**src/rtl/clock_sequencer.sv**
```systemverilog
// Machine clock sequencer: divides clk_in into clk_out cycles of MICRO_PHASES
// microcode phases, with free-run, single-step and counted-burst operation.
module clock_sequencer #(
  parameter int INPUT_CLOCK_FREQUENCY_MHZ  = 50,
  parameter int OUTPUT_CLOCK_FREQUENCY_KHZ = 1,
  parameter int MICRO_PHASES               = 10,
  parameter int COUNT_WIDTH                = 8
) (
  input  logic                            clk_in,
  input  logic                            reset,
  input  logic                            stop,
  input  logic [1:0]                      mode,
  input  logic                            step,
  input  logic [COUNT_WIDTH-1:0]          burst_count,
  output logic                            clk_out,
  output logic                            microcode_clock,
  output logic [$clog2(MICRO_PHASES)-1:0] phase,
  output logic                            cycle_start,
  output logic                            cycle_end,
  output logic                            running,
  output logic [COUNT_WIDTH-1:0]          cycles_remaining
);

  localparam int DIVIDER       = INPUT_CLOCK_FREQUENCY_MHZ * 1000 / OUTPUT_CLOCK_FREQUENCY_KHZ;
  localparam int MICRO_DIVIDER = DIVIDER / MICRO_PHASES;
  localparam int SUB_W         = $clog2(MICRO_DIVIDER);
  localparam int PHASE_W       = $clog2(MICRO_PHASES);

  localparam logic [SUB_W-1:0]       SUB_LAST   = SUB_W'(MICRO_DIVIDER - 1);
  localparam logic [SUB_W-1:0]       SUB_HALF   = SUB_W'(MICRO_DIVIDER / 2);
  localparam logic [SUB_W-1:0]       SUB_ONE    = SUB_W'(1);
  localparam logic [PHASE_W-1:0]     PHASE_LAST = PHASE_W'(MICRO_PHASES - 1);
  localparam logic [PHASE_W-1:0]     PHASE_HALF = PHASE_W'(MICRO_PHASES / 2);
  localparam logic [PHASE_W-1:0]     PHASE_ONE  = PHASE_W'(1);
  localparam logic [COUNT_WIDTH-1:0] CNT_ONE    = COUNT_WIDTH'(1);

  if ((MICRO_PHASES < 2) || (MICRO_PHASES % 2 != 0) || (DIVIDER % MICRO_PHASES != 0) ||
      (MICRO_DIVIDER < 2) || (MICRO_DIVIDER % 2 != 0)) begin : g_bad_params
    $error("clock_sequencer: clock ratio does not split into even microcode phases");
  end

  typedef enum logic [1:0] {
    ST_IDLE = 2'd0,
    ST_RUN  = 2'd1,
    ST_STEP = 2'd2
  } state_t;

  state_t                   state_r, state_n;
  logic [SUB_W-1:0]         sub_r, sub_n;
  logic [PHASE_W-1:0]       phase_r, phase_n;
  logic [COUNT_WIDTH-1:0]   cycles_r, cycles_n;
  logic                     step_prev_r;
  logic                     step_edge_s;
  logic                     boundary_s;
  logic                     active_s;
  logic                     clk_out_r, micro_r, cycle_start_r, cycle_end_r, running_r;

  assign step_edge_s = step & ~step_prev_r;
  assign boundary_s  = (sub_r == SUB_LAST) && (phase_r == PHASE_LAST);
  assign active_s    = (state_n != ST_IDLE);

  // Next-state, counter advance and cycle-boundary decisions
  always_comb begin
    state_n  = state_r;
    sub_n    = sub_r;
    phase_n  = phase_r;
    cycles_n = cycles_r;
    case (state_r)
      ST_IDLE: begin
        sub_n    = '0;
        phase_n  = '0;
        cycles_n = '0;
        if (stop) begin
          state_n = ST_IDLE;
        end else if (mode == 2'b00) begin
          state_n = ST_RUN;
        end else if (mode == 2'b10) begin
          if (step_edge_s && (burst_count != '0)) begin
            state_n  = ST_STEP;
            cycles_n = burst_count;
          end else begin
            state_n = ST_IDLE;
          end
        end else if (step_edge_s) begin
          state_n  = ST_STEP;
          cycles_n = CNT_ONE;
        end else begin
          state_n = ST_IDLE;
        end
      end
      ST_RUN, ST_STEP: begin
        if (boundary_s) begin
          sub_n   = '0;
          phase_n = '0;
          if (state_r == ST_RUN) begin
            if (stop || (mode != 2'b00)) begin
              state_n = ST_IDLE;
            end else begin
              state_n = ST_RUN;
            end
          end else if (stop || (cycles_r <= CNT_ONE)) begin
            state_n  = ST_IDLE;
            cycles_n = '0;
          end else begin
            cycles_n = cycles_r - CNT_ONE;
          end
        end else if (sub_r == SUB_LAST) begin
          sub_n   = '0;
          phase_n = phase_r + PHASE_ONE;
        end else begin
          sub_n = sub_r + SUB_ONE;
        end
      end
      default: begin
        state_n  = ST_IDLE;
        sub_n    = '0;
        phase_n  = '0;
        cycles_n = '0;
      end
    endcase
  end

  // State, counters and outputs; every output comes straight from a flop
  always_ff @(posedge clk_in) begin
    step_prev_r <= step;
    if (reset) begin
      state_r       <= ST_IDLE;
      sub_r         <= '0;
      phase_r       <= '0;
      cycles_r      <= '0;
      clk_out_r     <= 1'b0;
      micro_r       <= 1'b0;
      cycle_start_r <= 1'b0;
      cycle_end_r   <= 1'b0;
      running_r     <= 1'b0;
    end else begin
      state_r       <= state_n;
      sub_r         <= sub_n;
      phase_r       <= phase_n;
      cycles_r      <= cycles_n;
      clk_out_r     <= active_s && (phase_n < PHASE_HALF);
      micro_r       <= active_s && (sub_n < SUB_HALF);
      cycle_start_r <= active_s && (sub_n == '0) && (phase_n == '0);
      cycle_end_r   <= active_s && (sub_n == SUB_LAST) && (phase_n == PHASE_LAST);
      running_r     <= active_s;
    end
  end

  assign clk_out          = clk_out_r;
  assign microcode_clock  = micro_r;
  assign phase            = phase_r;
  assign cycle_start      = cycle_start_r;
  assign cycle_end        = cycle_end_r;
  assign running          = running_r;
  assign cycles_remaining = cycles_r;

endmodule

```
**config.mk**
```make
export PLATFORM = sky130hd
export DESIGN_NAME = clock_sequencer
export DESIGN_NICKNAME = d
export VERILOG_FILES = /design/src/rtl/clock_sequencer.sv
export SDC_FILE = /design/constraint.sdc
export NUM_CORES = 1
export LEC_CHECK = 0
export CAP_MARGIN = 30
export CORE_ASPECT_RATIO = 0.9
export CORE_MARGIN = 2
export CORE_UTILIZATION = 51
export CTS_CLUSTER_SIZE = 20
export DETAILED_ROUTE_END_ITERATION = 8
export PLACE_DENSITY = 0.8
export SYNTH_ARGS = -nofsm -noshare
export SYNTH_HDL_FRONTEND = slang
export SYNTH_SLANG_ARGS = --single-unit
```
**constraint.sdc**
```tcl
create_clock -name clk_in -period 2.7 [get_ports clk_in]
set_clock_uncertainty 0.1 [all_clocks]
set_input_delay 0.405 -clock clk_in [delete_from_list [all_inputs] [get_ports clk_in]]
set_output_delay 0.405 -clock clk_in [all_outputs]
set_load 0.02 [all_outputs]
```
==> results of run 1 <==
power groups by stage:
| stage | Sequential (µW) | Combinational, µW | Clock, µW |
|---|---|---|---|
| global route | 495 | 82.4 | 517 |
| CTS | 495 | 75.8 | 496 |
| detailed placement | 506 | 75.3 | 0 |
| global placement | 506 | 74.4 | 0 |
| floorplan | 510 | 32.8 | 0 |
| finish | 495 | 76.0 | 482 |
cells in the final DEF, fill, tap and decap left out, types with 2 or more instances in the layout:
master,count
a211oi_1,3
a21o_1,2
a21oi_1,13
a22oi_1,7
a31oi_1,6
and3_1,5
and4bb_1,3
buf_4,6
clkbuf_8,6
clkdlybuf4s50_1,30
dfxtp_1,33
ha_1,9
inv_1,10
nand2_1,14
nand3_1,8
nand4_1,5
nand4b_1,2
nor2_1,29
nor3_1,4
nor3b_1,3
nor4_1,6
nor4b_1,3
o211ai_1,2
o21ai_0,4
o31ai_1,3
or3_1,10
or4_1,5
xnor2_1,12
xor2_1,8
stage by stage:
step	std cells	total power (µW)	util (%)	hold WS, ns	worst slack (ns)
2_1_floorplan	245	543	-	0.333	0.491
3_3_place_gp	314	581	62.8	0.403	0.248
3_5_place_dp	314	581	62.8	0.411	0.164
4_1_cts	322	1070	65.9	0.421	0.370
5_1_grt	322	1090	65.9	0.470	0.209
6_report	322	1050	65.9	0.420	0.361
cells by family after synthesis:
kind of cell,count (synthesis),share of synthesized area (%)
compound gates,47,16.0
buf+inv,23,5.28
simple gates,113,32.8
xor+xnor,20,8.50
fa+ha+maj,9,5.46
flops,33,32.0
routing by layer:
layer	routed length [µm]	part of all wire (%)	vias to the layer above	track usage [%]
met3	227	4.7	4	6.47
met4	24	0.49	0	5.66
met1	2420	50	893	30.7
li1	-	-	954	-
met5	0	0	-	0
met2	2200	45	42	32.4
worst max-delay path: cells and delay by family, from the launching register on:
| family | cells | cell delay (ns) |
|---|---|---|
| AO/OA/AOI/OAI | 1 | 0.12 |
| adder cells (fa/ha/maj) | 1 | 0.20 |
| buffers and inverters | 1 | 0.17 |
| flip-flops | 1 | 0.36 |
| AND/OR/NAND/NOR | 5 | 1.30 |
area by class of cell:
cell class	count	area share, %
multi-input cells	189	51.5
flip-flops and latches	33	26.3
inverters	10	1.50
repair buffers	36	13.8
clock inverters	1	1.20
clock buffers	7	3.44
well taps	46	2.29
synthesized netlist by cell type (2+ instances only):
cell and instances:
nand4_1 5, nand3_1 8, xnor2_1 12, clkbuf_1 6, buf_2 3, or3_1 10, o31ai_1 3, o21ai_0 4
o211ai_1 2, nand2_1 14, buf_4 3, and4bb_1 3, nor3b_1 3, a21o_1 2, ha_1 9, inv_1 10
nor4b_1 3, or4_1 5, nor3_1 4, and3_1 5, a22oi_1 7, nand4b_1 2, a211oi_1 3, xor2_1 8
a31oi_1 6, a21oi_1 13, nor4_1 6, nor2_1 29, dfxtp_1 33
flip-flops by register name (all words and copies together) (netlist names):
signal and cells:
clk_out 1, cycle_end 1, cycle_start 1, cycles_remaining 8, microcode_clock 1, phase 4
running 1, state_r 2, step_prev_r 1, sub_r 13
path summary, 6_finish.rpt:
kind	from	endpoint	slack, ns	cells after the start
max	sub_r[1]$_SDFF_PP0_	cycle_start$_SDFF_PP0_	0.36	8
min	cycles_remaining[3]$_SDFFE_PP0P_	cycles_remaining[3]$_SDFFE_PP0P_	0.42	2
max reg2reg	sub_r[1]$_SDFF_PP0_	cycle_start$_SDFF_PP0_	0.36	8
min reg2reg	cycles_remaining[3]$_SDFFE_PP0P_	cycles_remaining[3]$_SDFFE_PP0P_	0.42	2
==> flow_summary.toml, run 1 <==
[logic_synthesis]
ys_ff_latch = 33
synth_top_area_share_pct = 32.0
ys.flop_type = "dfxtp_1"
synth-edff-count = 0
synth_cells = 245
yosysWarnings = 0
avgSynthCellArea_um2 = 8.42
synth_seq_area_share_pct = 32.0
ys_top_cells_by_area = "dfxtp_1 (32%), ha_1 (5.5%), nor2_1 (5.3%)"
syn_nets = 268
synth_area_um2 = 2060
async_flop_share_pct = 0
synth.distinct_cells = 53
synth_top_cell_by_area = "dfxtp_1"

[die]
die_x_um = 71.0
die_height_um = 64.3
die_area_um2 = 4570
rows = 21
pin_count = 31
core-area_um2 = 3810
start_util_pct = 54.1

[placed_design]
placed_area_um2 = 2390
gp_congestion = 0.840
dpl.hpwl_um = 3510
port_buffers = 30

[setup_path]
cp.arrival_ns = 2.44
slowest_stage = "or4b_1"
max_stage_delay_ns = 0.46
cp-end-kind = "flop"
required_ns = 2.80
cp_max_fo = 10
criticalPathCategory = "reg -> reg"
path_cells = "ha_1, buf_4, and4_1, and3_1, or4b_1, nand3_1, a31oi_1, nor4_2"
critPathLaunchType = "flop"

[detailed_routing]
vias = 1893
firstDrtPassIters = 4
antenna_left = 0
vias_per_cell = 5.88
detail_route.iter0.violations = 220
post_drt_wl_per_cell_um = 15.1
drt_wl_total_um = 4880
drc = 0

[timing]
hold_viol = 0
worstMarginPinSlew_ns = 0.562
fin_crit_sh_pct = 86.6
setup_viol = 0
min_period_ns = 2.34
fmax_mhz = 428
finalMaxSlewViolations = 0
finalSetupTns_ns = 0
rsz0062_at_grt = "no"
relSlewSlack_pct = 62.4

[pwr]
internal_power_uw = 830
p_leak_uw = 0.000856
peakVddDrop_uv = 344
swShare_pct = 21.2
combPwrFrac_pct = 7.2
seqPwrFrac_pct = 47.0
p_clk_share_pct = 45.8
p_per_area_nw_per_um2 = 420
power_switching_uw = 223

[min_path]
min_path_type = "reg -> reg"

[clocking]
clk_pin_slew_ns = 0.07
post-cts-setup-buffers = 0
clk-insertion-delay-late_ns = 0.29
cts_buffers = 5
cts_tree = "yes"
clock_path_buffers = 2
cts_hold_buf = 0
cts_sinks = 33
root_buffer = "clkbuf_8"
htreeDepth = 2
cts_resized = 0

[layout]
regArea_um2 = 661
multi_input_area_um2 = 1290
antenna_cells = 0
fillers = 313
drive_above_1_share_pct = 8.70
synthToLayoutAreaGrowth_pct = 21.7
fin_area_um2 = 2510
nets = 298

[global_route]
overflow = 0
grt_first_pass_wirelength_um = 7980
track_usage_pct = 21.8
grt_max_degree = 17
grt_pass1_vias = 1694
antenna_found_initial = 0

[run_status]
status = "complete, no violations"

[job]
cap_violations = 0
(Power assumes the default switching activity.)
==> run 2, diff against run 1 <==
--- a/config.mk
+++ b/config.mk
@@ -11,7 +11,7 @@
 export CORE_UTILIZATION = 51
 export CTS_CLUSTER_SIZE = 20
 export DETAILED_ROUTE_END_ITERATION = 8
-export PLACE_DENSITY = 0.8
+export PLACE_DENSITY = 0.75
 export SYNTH_ARGS = -nofsm -noshare
 export SYNTH_HDL_FRONTEND = slang
 export SYNTH_SLANG_ARGS = --single-unit
==> flow_summary.toml, run 2 (synthesis gave the netlist of run 1 again) <==
[timing]
setup_viol = 0
hold_ws_ns = 0.424
min_period_ns = 2.35
rsz0062_at_grt = "no"
hold_viol = 0
fmax_mhz = 426
finalMaxSlewViolations = 0
fin_crit_sh_pct = 87.0
worstMarginPinSlew_ns = 0.539
finalSetupTns_ns = 0
relSlewSlack_pct = 64.0

[die]
pin_count = 31
core-area_um2 = 3810
die_x_um = 71.0
die_height_um = 64.3
rows = 21
die_area_um2 = 4570
start_util_pct = 54.1

[global_route]
grt_max_degree = 17
antenna_found_initial = 0
track_usage_pct = 22.3
grt_pass1_vias = 1716
overflow = 0
grt_first_pass_wirelength_um = 8070

[setup_path]
r2r-end = "cycle_end$_SDFF_PP0_"
cp.arrival_ns = 2.46
cp-end-kind = "flop"
cp_max_fo = 5
cp-startpoint = "sub_r[1]$_SDFF_PP0_"
crit-reg2reg-launch = "sub_r[1]$_SDFF_PP0_"
criticalPathCategory = "reg -> reg"
r2r_slack_ns = 0.35
required_ns = 2.81
critPathLaunchType = "flop"
worst-r2r-cell-count = 7
crit_end = "cycle_end$_SDFF_PP0_"

[detailed_routing]
antenna_left = 0
vias = 1850
drc = 0
vias_per_cell = 5.75
drt_wl_total_um = 4710
post_drt_wl_per_cell_um = 14.6
detail_route.iter0.violations = 103
firstDrtPassIters = 4

[layout]
synthToLayoutAreaGrowth_pct = 20.6
nets = 299
drive_above_1_share_pct = 8.70
antenna_cells = 0
largest_reg_flops = 13
final_common_cell = "dfxtp_1"
utilization_pct = 65.3
fillers = 321
mostFrequentLayoutCells = "dfxtp_1 (33), clkdlybuf4s50_1 (30), nor2_1 (29)"
fin_area_um2 = 2490
largest-register = "sub_r"

[placed_design]
placed_area_um2 = 2400
port_buffers = 30
dpl.hpwl_um = 3520
gp_congestion = 0.838

[pwr]
peakVddDrop_uv = 322
p_per_area_nw_per_um2 = 383
p_leak_uw = 0.000848

[clocking]
post-cts-setup-buffers = 0
cts_sinks = 33
root_buffer = "clkbuf_8"
cts_tree = "yes"
cts_resized = 0
cts_buffers = 5
clock_path_buffers = 2
htreeDepth = 2
clk-insertion-delay-late_ns = 0.29
clk_pin_slew_ns = 0.07
cts_hold_buf = 0

[min_path]
worstHoldStart = "cycles_remaining[5]$_SDFFE_PP0P_"
hold_depth = 2
min_path_type = "reg -> reg"

[run_status]
status = "complete, no violations"

[job]
cap_violations = 0
[run 2: cell count changes in the layout (fill, tap and decap cells not counted), sizes merged]
cell and delta:
buf +1, bufinv -1
[run 2: worst max-delay path, stage by stage, from the launching register on]
cell and delay (ns):
dfxtp_1 0.37, ha_1 0.23, and4bb_1 0.20, and3_1 0.18, nand2b_1 0.18, or4_1 0.51
or3_1 0.33, nor3_2 0.14
[run 2: layout make-up]
type                       instances  area [µm²]  area share (%)
clock buffer                       7        86.3            3.47
inverter                          10        37.5            1.51
tap                               46        57.6            2.31
multi-input combinational        189        1290            52.0
sequential                        33         661            26.6
timing repair buffer              37         353            14.2
[run 2: power breakdown]
part | total (µW) | leakage, µW | switching, µW | internal [µW]
logic | 75.5 | 0.000537 | 37.2 | 38.3
registers | 495 | 0.000267 | 3.75 | 492
clock network | 381 | 0.0000443 | 179 | 202
total | 952 | 0.000848 | 220 | 732
[run 2: per-stage QoR]
stage | std cells | power, µW | setup slack (ns)
finish | 322 | 952 | 0.350
global route | 322 | 988 | 0.183
CTS | 322 | 956 | 0.352
detailed placement | 315 | 582 | 0.203
global placement | 315 | 581 | 0.243
floorplan | 245 | 543 | 0.491
[run 2: per-layer routing]
metal | track usage [%] | part of all wire [%]
met4 | 8.73 | 1.6
met5 | 0 | 0
met3 | 4.57 | 4.7
met1 | 32.0 | 52
met2 | 32.5 | 42
[run 2: how the worst min path moves through the flow]
stage | to | slack (ns)
after CTS | cycles_remaining[5]$_SDFFE_PP0P_ | 0.42
after global routing | cycles_remaining[5]$_SDFFE_PP0P_ | 0.43
after global placement | cycles_remaining[7]$_SDFFE_PP0P_ | 0.40
after detailed placement | cycles_remaining[5]$_SDFFE_PP0P_ | 0.41
final | cycles_remaining[5]$_SDFFE_PP0P_ | 0.42
after floorplan | step_prev_r$_DFF_P_ | 0.33
